[config.mk]
export PLATFORM = sky130hd
export DESIGN_NAME = mixed_radix_counter_flat
export DESIGN_NICKNAME = d
export VERILOG_FILES = /design/src/rtl/mixed_radix_counter_if.sv /design/src/rtl/mixed_radix_counter.sv /design/src/flat_wrapper.sv
export SDC_FILE = /design/constraint.sdc
export NUM_CORES = 1
export LEC_CHECK = 0
export CAP_MARGIN = 20
export CORE_MARGIN = 2
export CORE_UTILIZATION = 49
export DETAILED_ROUTE_END_ITERATION = 7
export PLACE_DENSITY = 0.83
export SYNTH_ARGS = -nofsm -noshare
export SYNTH_HDL_FRONTEND = slang
export SYNTH_SLANG_ARGS = --single-unit
[constraint.sdc]
create_clock -name clk -period 5.5 [get_ports clk]
set_input_delay 0.825 -clock clk [delete_from_list [all_inputs] [get_ports clk]]
set_output_delay 0.825 -clock clk [all_outputs]
set_load 0.01 [all_outputs]
[src/rtl/mixed_radix_counter_if.sv]
// Handshake bundle for the mixed-radix counter.
// Sized by digit count and digit width.
interface mixed_radix_counter_if #(
  parameter int DIGITS = 2,
  parameter int W      = 4
);
  logic              en;
  logic              dir;
  logic              load;
  logic [DIGITS*W-1:0] load_val;
  logic [DIGITS*W-1:0] value;
  logic [DIGITS-1:0] digit_ov;
  logic              tc;
  logic              wrap;

  modport master (
    output en, dir, load, load_val,
    input  value, digit_ov, tc, wrap
  );

  modport slave (
    input  en, dir, load, load_val,
    output value, digit_ov, tc, wrap
  );
endinterface

[src/rtl/mixed_radix_counter.sv]
// Cascade of modulo digits with up/down, load clamp,
// wrap or saturate at terminal, and carry look-ahead.
module mixed_radix_counter #(
  parameter int                  DIGITS   = 2,
  parameter int                  W        = 4,
  parameter logic [DIGITS*W-1:0] LIMITS   = {4'd5, 4'd9},
  parameter bit                  SATURATE = 1'b0
) (
  input logic                  clk,
  input logic                  rst,
  mixed_radix_counter_if.slave bus
);

  logic [DIGITS*W-1:0] value_q;
  logic [DIGITS*W-1:0] value_d;
  logic                wrap_q;
  logic                wrap_d;

  logic [DIGITS-1:0]   at_term;
  logic [DIGITS:0]     ci;
  logic                tc_all;
  logic                hold_sat;
  logic [DIGITS*W-1:0] step_val;
  logic [DIGITS*W-1:0] load_clamp;

  // terminal detect per digit for the current direction
  always_comb begin
    at_term = '0;
    for (int i = 0; i < DIGITS; i++) begin
      if (bus.dir)
        at_term[i] = (value_q[i*W +: W] == '0);
      else
        at_term[i] = (value_q[i*W +: W] == LIMITS[i*W +: W]);
    end
  end

  assign tc_all   = &at_term;
  assign hold_sat = SATURATE && tc_all;

  // carry chain; the top bit marks a whole-counter roll
  always_comb begin
    ci    = '0;
    ci[0] = bus.en & ~hold_sat;
    for (int i = 0; i < DIGITS; i++)
      ci[i+1] = ci[i] & at_term[i];
  end

  // per-digit step: roll at terminal, else +/-1
  always_comb begin
    step_val = value_q;
    for (int i = 0; i < DIGITS; i++) begin
      if (ci[i]) begin
        if (bus.dir) begin
          if (at_term[i])
            step_val[i*W +: W] = LIMITS[i*W +: W];
          else
            step_val[i*W +: W] = value_q[i*W +: W] - W'(1);
        end else begin
          if (at_term[i])
            step_val[i*W +: W] = '0;
          else
            step_val[i*W +: W] = value_q[i*W +: W] + W'(1);
        end
      end
    end
  end

  // clamp each loaded field to its digit limit
  always_comb begin
    load_clamp = bus.load_val;
    for (int i = 0; i < DIGITS; i++) begin
      if (bus.load_val[i*W +: W] > LIMITS[i*W +: W])
        load_clamp[i*W +: W] = LIMITS[i*W +: W];
    end
  end

  // next state: load beats step, step beats hold
  always_comb begin
    value_d = value_q;
    wrap_d  = 1'b0;
    if (bus.load) begin
      value_d = load_clamp;
    end else if (bus.en) begin
      value_d = step_val;
      wrap_d  = ci[DIGITS];
    end
  end

  // state registers with synchronous reset
  always_ff @(posedge clk) begin
    if (rst) begin
      value_q <= '0;
      wrap_q  <= 1'b0;
    end else begin
      value_q <= value_d;
      wrap_q  <= wrap_d;
    end
  end

  assign bus.value    = value_q;
  assign bus.wrap     = wrap_q;
  assign bus.tc       = tc_all;
  assign bus.digit_ov = ci[DIGITS-1:0] & at_term;

endmodule

[src/flat_wrapper.sv]
// flat-port wrapper written by rule: the top's interface ports become plain ports
module mixed_radix_counter_flat 
#(
  parameter int                  DIGITS   = 2,
  parameter int                  W        = 4,
  parameter logic [DIGITS*W-1:0] LIMITS   = {4'd5, 4'd9},
  parameter bit                  SATURATE = 1'b0
)
  (clk, rst, bus_en, bus_dir, bus_load, bus_load_val, bus_value, bus_digit_ov, bus_tc, bus_wrap);
  mixed_radix_counter_if #(.DIGITS(DIGITS), .W(W)) bus_i ();
  input logic clk;
  input logic rst;
  input wire logic [$bits(bus_i.en)-1:0] bus_en;
  input wire logic [$bits(bus_i.dir)-1:0] bus_dir;
  input wire logic [$bits(bus_i.load)-1:0] bus_load;
  input wire logic [$bits(bus_i.load_val)-1:0] bus_load_val;
  output wire logic [$bits(bus_i.value)-1:0] bus_value;
  output wire logic [$bits(bus_i.digit_ov)-1:0] bus_digit_ov;
  output wire logic [$bits(bus_i.tc)-1:0] bus_tc;
  output wire logic [$bits(bus_i.wrap)-1:0] bus_wrap;
  assign bus_i.en = bus_en;
  assign bus_i.dir = bus_dir;
  assign bus_i.load = bus_load;
  assign bus_i.load_val = bus_load_val;
  assign bus_value = bus_i.value;
  assign bus_digit_ov = bus_i.digit_ov;
  assign bus_tc = bus_i.tc;
  assign bus_wrap = bus_i.wrap;
  mixed_radix_counter #(.DIGITS(DIGITS), .W(W), .LIMITS(LIMITS), .SATURATE(SATURATE)) u_core (.clk(clk), .rst(rst), .bus(bus_i));
endmodule
* Word level (Yosys, flattened, before mapping)
Cells that the tools add are included.
** Word-level totals
- Register bits after elaboration :: 9
- Input port bits :: 13
- Logic and storage cells :: 35
- Bits in writable memories :: 0
- Memories :: 0
- Latch bits :: 0
- Memory bits (read-only) :: 0
- Output and inout port bits :: 12
** Cells by class
- Add/sub/neg operators :: 4
- Bitwise gates (word level) :: 4
- Reductions and logical operators :: 7
- Magnitude comparators :: 2
- Div/mod/pow operators :: 0
- Multiply operators :: 0
- Shift-type cells :: 0
- Eq/ne operators :: 2
- Muxes and demuxes :: 13
** Operators by type and width (count)
- $mux 4 :: 9
- $mux 8 :: 2
- $add 4x1->4 const B :: 2
- $logic_not 4->1 :: 2
- $sub 4x1->4 const B :: 2
- $eq 4x3->1 const B :: 1
- $eq 4x4->1 const B :: 1
- $gt 4x3->1 const B :: 1
- $gt 4x4->1 const B :: 1
- $reduce_and 2->1 :: 2
- $reduce_bool 2->1 :: 2
- $reduce_or 3->1 :: 1
- $and 1x1->1 :: 2
- $and 2x2->2 :: 1
- $mux 1 :: 2
- $not 1->1 :: 1

* Logic depth before layout (Yosys ltp)
Gate-level depths: netlist of run 1.
- Word-level depth :: 7
- Mapped depth :: 7
- Depth with buffers taken out :: 6

* Worst setup path after synthesis of run 1
No wires, ideal clock.
- Kind :: input to output
- Start point :: in bus_dir
- End point :: out bus_digit_ov[1]
- Arrival time :: 1.575 ns
- Data required time :: 4.675 ns
- Stages :: 4
- Setup slack :: 3.100 ns
- Buffers on the path :: 1
- Cell sequence :: nor4bb_4 o21ai_1 buf_2 nor2_1
** On the way
- Longest elaborated chain between the ends :: 3
- Elaborated cells between the ends (all ways) :: 4
- Classes of those cells :: mux (2); bitwise (2)
** RTL lines
- start, declared :: line flat_wrapper.sv:14 : input wire logic [$bits(bus_i.dir)-1:0] bus_dir;
- $mux 1 :: line mixed_radix_counter.sv:30 : if (bus.dir)
- $and 1x1->1 :: line mixed_radix_counter.sv:45 : ci[i+1] = ci[i] & at_term[i];
- $and 2x2->2 (*) :: line mixed_radix_counter.sv:103 : assign bus.digit_ov = ci[DIGITS-1:0] & at_term;
- end, declared :: line flat_wrapper.sv:18 : output wire logic [$bits(bus_i.digit_ov)-1:0] bus_digit_ov;
Every way passes the cells marked *; elsewhere a longest branch is shown, timed or not.

* Worst setup path in the final report of run 1
Ends and elaborated chain as after synthesis.

==> results.yml, run 1 <==
setup_path:
  r2r-end: "u_core.bus.value[6]$_SDFFE_PP0P_"
  worst_ep_required_time_ns: 4.68
  reg2reg_setup_slack_ns: 3.51
  path_class: "in2out"
  cp.arrival_ns: 3.06
  reg2reg_from: "u_core.bus.value[0]$_SDFFE_PP0P_"
  crit_fanout: 18
  startpoint_type: "primary input"
  ff2ff_path_depth: 6
  cp-end-kind: "output port"
cts:
  clk_latency_ns: 0.27
  cts-root-buf: "clkbuf_4"
  cts-resized-gates: 0
  htreeDepth: 1
  ctsLongestPathBuffers: 2
  tritoncts: "yes"
  cts_made_buffers: 3
  ctsHoldBuffers: 0
  cts_sinks: 9
  clkTransAtPathRegs_ns: 0.07
  postCtsSetupRepairBufs: 0
pwr:
  power.switching_uw: 71.13
  powerDensity_nw_per_um2: 192.3
  power.leakage_uw: 0.0004082
  p_sw_share_pct: 34.29
  clockPowerShare_pct: 26.6
  seq_power_share_pct: 38.7
  combinationalPowerShare_pct: 34.7
  finalPower_uw: 207.4
  p_int_uw: 136.3
  vdd.ir_drop.worst_mv: 0.1187
finish:
  drive_above_1_share_pct: 5.556
  area_growth_pct: 31.80
  multi_input_area_um2: 581.8
  num-fill-cells: 144
  antennaDiodeCount: 0
  seqCellArea_um2: 180.2
  finalNetCount: 146
yosys:
  synth-edff-count: 0
  yosysWarnings: 0
  yosys-top-cells-area: "dfxtp_1 22%, ha_1 9.2%, nor4bb_4 6.1%, a21oi_1 5.5%, a31oi_1 4.6%"
  synth_largest_area_cell: "dfxtp_1"
  avgSynthCellArea_um2: 7.868
  netlist-cell-type-count: 38
  synth-seq-area-share_pct: 22.02
  netlist_area_um2: 818.3
  synth-seq-cells: 9
  ys.flop_type: "dfxtp_1"
  yosysTopAreaCellShare_pct: 22.02
  async_flop_share_pct: 0
  syn-num-nets: 123
  synthCells: 104
floorplan:
  die_h_um: 44.87
  initial_core_util_pct: 53.08
  placementRows: 14
  die_area_um2: 2013
  die_x_um: 44.87
  coreArea_um2: 1541
  boundaryPins: 25
worst_hold_path:
  hold_path_startpoint: "u_core.bus.value[7]$_SDFFE_PP0P_"
  hp-class: "reg2reg"
  min_path_cells: 2
  whs_endpoint: "u_core.bus.value[7]$_SDFFE_PP0P_"
routing:
  drtIter0Drc: 33
  ant_nets: 0
  viasPerCell: 6.028
  routed_wl_mm: 2.065
  routedWlPerCell_um: 14.54
  dr.pass1.iters: 4
  drc: 0
  num_vias: 856
global_routing:
  grt_max_degree: 19
  grt_pass1_vias: 791
  grt_use_total_pct: 23.36
  antenna_found_initial: 0
  grt_remaining_overflow: 0
  grt_pass1_wl_mm: 3.429
timing:
  finalSetupViolations: 0
  slew_viol_final: 0
  fin_crit_ns: 3.887
  worst_clock_skew_ns: 0.005294
  fmax_mhz: 257.3
  slew_headroom_pct: 55.88
  rsz0062_at_grt: "false"
  worstMarginPinSlew_ns: 0.6573
  finalCritPeriodShare_pct: 70.67
  tns_ns: 0
  hold_viol_final: 0
  whs_ns: 0.5971
place:
  place.detailed.hpwl_mm: 1.477
  gp_congestion: 0.8458
  portBuffers: 24
job:
  maxCapViolations: 0
outcome:
  status: "finished, final reports clean"
kinds of logic after synthesis:
kind of cell | synth area share [%]
AO/OA/AOI/OAI | 28.75
XOR/XNOR | 3.212
adder cells (fa/ha/maj) | 9.174
buffers and inverters | 6.880
flip-flops | 22.02
AND/OR/NAND/NOR | 29.97
power groups by stage:
stage               Sequential [µW]  Combinational [µW]  Clock, µW
floorplan                      79.0                44.3          0
global placement               81.2                70.4          0
detailed placement             81.8                71.2          0
CTS                            80.3                71.8       55.9
global route                   81.6                78.9       59.7
finish                         80.3                71.9       55.2
cells in the mapped netlist, types with 3 or more instances:
cell type  n
nor2_1     9
o31ai_1    3
ha_1       6
a21oi_1    9
dfxtp_1    9
a31oi_1    6
o22ai_1    3
clkbuf_1   3
inv_1      8
nand2_1    4
buf_2      3
nand2b_1   5
flip-flops by register name, summed over array words and instances, names as in the netlist:
name	cells
u_core.bus.wrap	1
u_core.bus.value	8
layout make-up:
| type | instances | area share [%] |
|---|---|---|
| well taps | 16 | 1.856 |
| clock buffers | 4 | 2.436 |
| flip-flops and latches | 9 | 16.71 |
| inverters | 8 | 2.784 |
| repair buffers | 24 | 22.27 |
| multi-input cells | 81 | 53.94 |
metrics by stage:
step | instances | cell area (µm²) | util [%] | setup WS [ns]
floorplan | 104 | 818.3 | - | 3.100
global placement | 138 | 1052 | 68.26 | 1.671
global route | 142 | 1079 | 69.97 | 1.419
CTS | 142 | 1079 | 69.97 | 1.628
detailed placement | 138 | 1052 | 68.26 | 1.634
finish | 142 | 1079 | 69.97 | 1.613
layout by cell type (no fill, tap or decap), types with 2 or more instances in the layout:
cell,n
o22ai_1,3
ha_1,6
nor2b_1,2
nor3_1,2
dfxtp_1,9
a31oi_1,6
o21ai_0,2
nor4bb_4,2
clkdlybuf4s50_1,24
o211ai_1,2
clkbuf_4,3
a21oi_1,9
nor4_1,2
o31ai_1,3
o21a_1,2
nand3b_1,2
nand2b_1,5
nand2_1,4
nand3_1,2
inv_1,8
nor2_1,9
xor2_1,2
worst max-delay path by stage:
stage | depth (start not counted) | endpoint | start | slack [ns]
after floorplan | 4 | bus_digit_ov[1] | bus_dir | 3.10
after global placement | 5 | bus_digit_ov[1] | bus_dir | 1.67
after detailed placement | 5 | bus_digit_ov[1] | bus_dir | 1.63
after CTS | 5 | bus_digit_ov[1] | bus_dir | 1.63
after global routing | 5 | bus_digit_ov[1] | bus_dir | 1.42
final | 5 | bus_digit_ov[1] | bus_dir | 1.61
worst max-delay path: stages:
cell and delay, ns:
clkdlybuf4s50_1 0.87, nor4bb_4 0.36, o21ai_1 0.29, nor2_1 0.17
clkdlybuf4s50_1 0.55
metal layers:
| metal | wire length (µm) | vias to the layer above | global-route usage (%) |
|---|---|---|---|
| li1 | - | 428 | - |
| met1 | 873 | 393 | 28.50 |
| met2 | 1034 | 33 | 39.13 |
| met3 | 146 | 2 | 8.800 |
| met4 | 10 | 0 | 5.294 |
| met5 | 0 | - | 0 |
(Power assumes the default switching activity.)
==> inputs of run 2 (changes only) <==
- CORE_UTILIZATION: 49 -> 46
- PLACE_DENSITY: 0.83 -> 0.79
- clock period: 5.5 -> 4.1 ns (I/O delays scaled with it)
==> results.yml, run 2 (same netlist as run 1, synthesis figures left out) <==
setup_path:
  path_class: "in2out"
  critPathTopFamily: "buffers and inverters"
  crit_fanout: 18
  cp-end-kind: "output port"
  crit_top_cell: "clkdlybuf4s50_1"
  worst_ep_required_time_ns: 3.48
  cp.arrival_ns: 2.86
  worstPathCellList: "clkdlybuf4s50_1 > nor4bb_4 > o21ai_1 > nor2_1 > clkdlybuf4s50_1"
  slowest_delay_ns: 0.74
  slowest_stage: "clkdlybuf4s50_1"
  path_buf_inv: 2
  startpoint_type: "primary input"
timing:
  worst_clock_skew_ns: 0.004656
  fmax_mhz: 288.0
  finalCritPeriodShare_pct: 84.69
  tns_ns: 0
  rsz0062_at_grt: "false"
  finalSetupViolations: 0
  worstMarginPinSlew_ns: 0.6753
  hold_viol_final: 0
  slew_headroom_pct: 54.67
  fin_crit_ns: 3.472
  slew_viol_final: 0
floorplan:
  coreArea_um2: 1708
  boundaryPins: 25
  die_x_um: 46.18
  placementRows: 15
  die_area_um2: 2132
  initial_core_util_pct: 47.91
  die_h_um: 46.18
cts:
  cts-resized-gates: 0
  cts-root-buf: "clkbuf_4"
  ctsLongestPathBuffers: 2
  clk_latency_ns: 0.26
  tritoncts: "yes"
  htreeDepth: 1
  cts_made_buffers: 3
  cts_sinks: 9
  ctsHoldBuffers: 0
  postCtsSetupRepairBufs: 0
  clkTransAtPathRegs_ns: 0.06
global_routing:
  grt_pass1_vias: 789
  antenna_found_initial: 0
  grt_remaining_overflow: 0
  grt_max_degree: 19
  grt_pass1_wl_mm: 3.477
  grt_use_total_pct: 22.64
finish:
  area_growth_pct: 33.18
  layout_commonest_cell: "clkdlybuf4s50_1"
  num-fill-cells: 145
  final_cell_mix: "24 x clkdlybuf4s50_1, 9 x nor2_1, 9 x a21oi_1, 9 x dfxtp_1, 8 x inv_1"
  finalNetCount: 146
  drive_above_1_share_pct: 5.556
  largest_register_ffs: 8
  fin_cells: 151
  antennaDiodeCount: 0
routing:
  routed_wl_mm: 2.046
  dr.pass1.iters: 4
  routed.top_layer: "met4"
  drc: 0
  routedWlPerCell_um: 13.55
  drtIter0Drc: 26
  met1Wirelength_um: 924
  num_vias: 843
  wl_met3_um: 133
  routed-wl-met2_um: 955
  viasPerCell: 5.583
  ant_nets: 0
pwr:
  combinationalPowerShare_pct: 35.4
  vdd.ir_drop.worst_mv: 0.2409
  p_int_uw: 182.7
  clockPowerShare_pct: 25.2
  power.leakage_uw: 0.0004082
  seq_power_share_pct: 39.5
  powerDensity_nw_per_um2: 250.3
  power.switching_uw: 90.01
  p_sw_share_pct: 33.00
job:
  maxCapViolations: 0
place:
  portBuffers: 24
  gp_congestion: 0.8393
  place.detailed.hpwl_mm: 1.499
  dp.cells: 147
outcome:
  status: "finished, final reports clean"
worst_hold_path:
  hp-class: "reg2reg"
-- run 2: cell counts in the layout (fill, tap and decap cells not counted) --
No cell type changed its count.
-- run 2: cell type report --
class	instances	area, µm²	share of cell area, %
timing repair buffer	24	240.2	22.04
tap	25	31.28	2.870
inverter	8	30.03	2.755
clock buffer	4	26.28	2.411
multi-input combinational	81	581.8	53.39
sequential	9	180.2	16.53
-- run 2: power groups by stage --
stage	Combinational (µW)	Clock [µW]	Sequential [µW]
CTS	96.8	70.7	107
detailed placement	96.0	0	109
global placement	94.9	0	109
global route	108	75.6	109
floorplan	59.4	0	106
finish	96.5	68.6	108
-- run 2: per-layer routing --
layer	global-route usage, %	vias to the layer above
met2	37.78	37
li1	-	427
met1	28.00	373
met3	6.275	6
met4	6.857	0
met5	0	-
-- run 2: worst reg2reg max path, cell delays in order, from the launching register on --
cell      delay (ns)
dfxtp_1         0.48
inv_1           0.10
ha_1            0.25
nor4bb_4        0.18
o21ai_1         0.57
a31oi_1         0.17
o22ai_1         0.20
-- run 2: path summary, 6_finish.rpt --
check | startpoint | end | slack (ns) | cells past startpoint
max | bus_dir | bus_digit_ov[1] | 0.63 | 5
min | u_core.bus.value[7]$_SDFFE_PP0P_ | u_core.bus.value[7]$_SDFFE_PP0P_ | 0.60 | 2
max reg2reg | u_core.bus.value[0]$_SDFFE_PP0P_ | u_core.bus.value[6]$_SDFFE_PP0P_ | 2.05 | 6
min reg2reg | u_core.bus.value[7]$_SDFFE_PP0P_ | u_core.bus.value[7]$_SDFFE_PP0P_ | 0.60 | 2
-- run 2: through the flow --
stage / worst slack (ns) / util (%) / cell area (µm²) / hold slack (ns) / total power, µW
floorplan: 2.032 / - / 818.3 / 0.5694 / 165.4
global placement: 0.6958 / 62.27 / 1064 / 0.5876 / 204.0
detailed placement: 0.6414 / 62.27 / 1064 / 0.5685 / 205.4
CTS: 0.6434 / 63.81 / 1090 / 0.5894 / 275.0
global route: 0.4604 / 63.81 / 1090 / 0.6587 / 292.5
finish: 0.6279 / 63.81 / 1090 / 0.6045 / 272.7
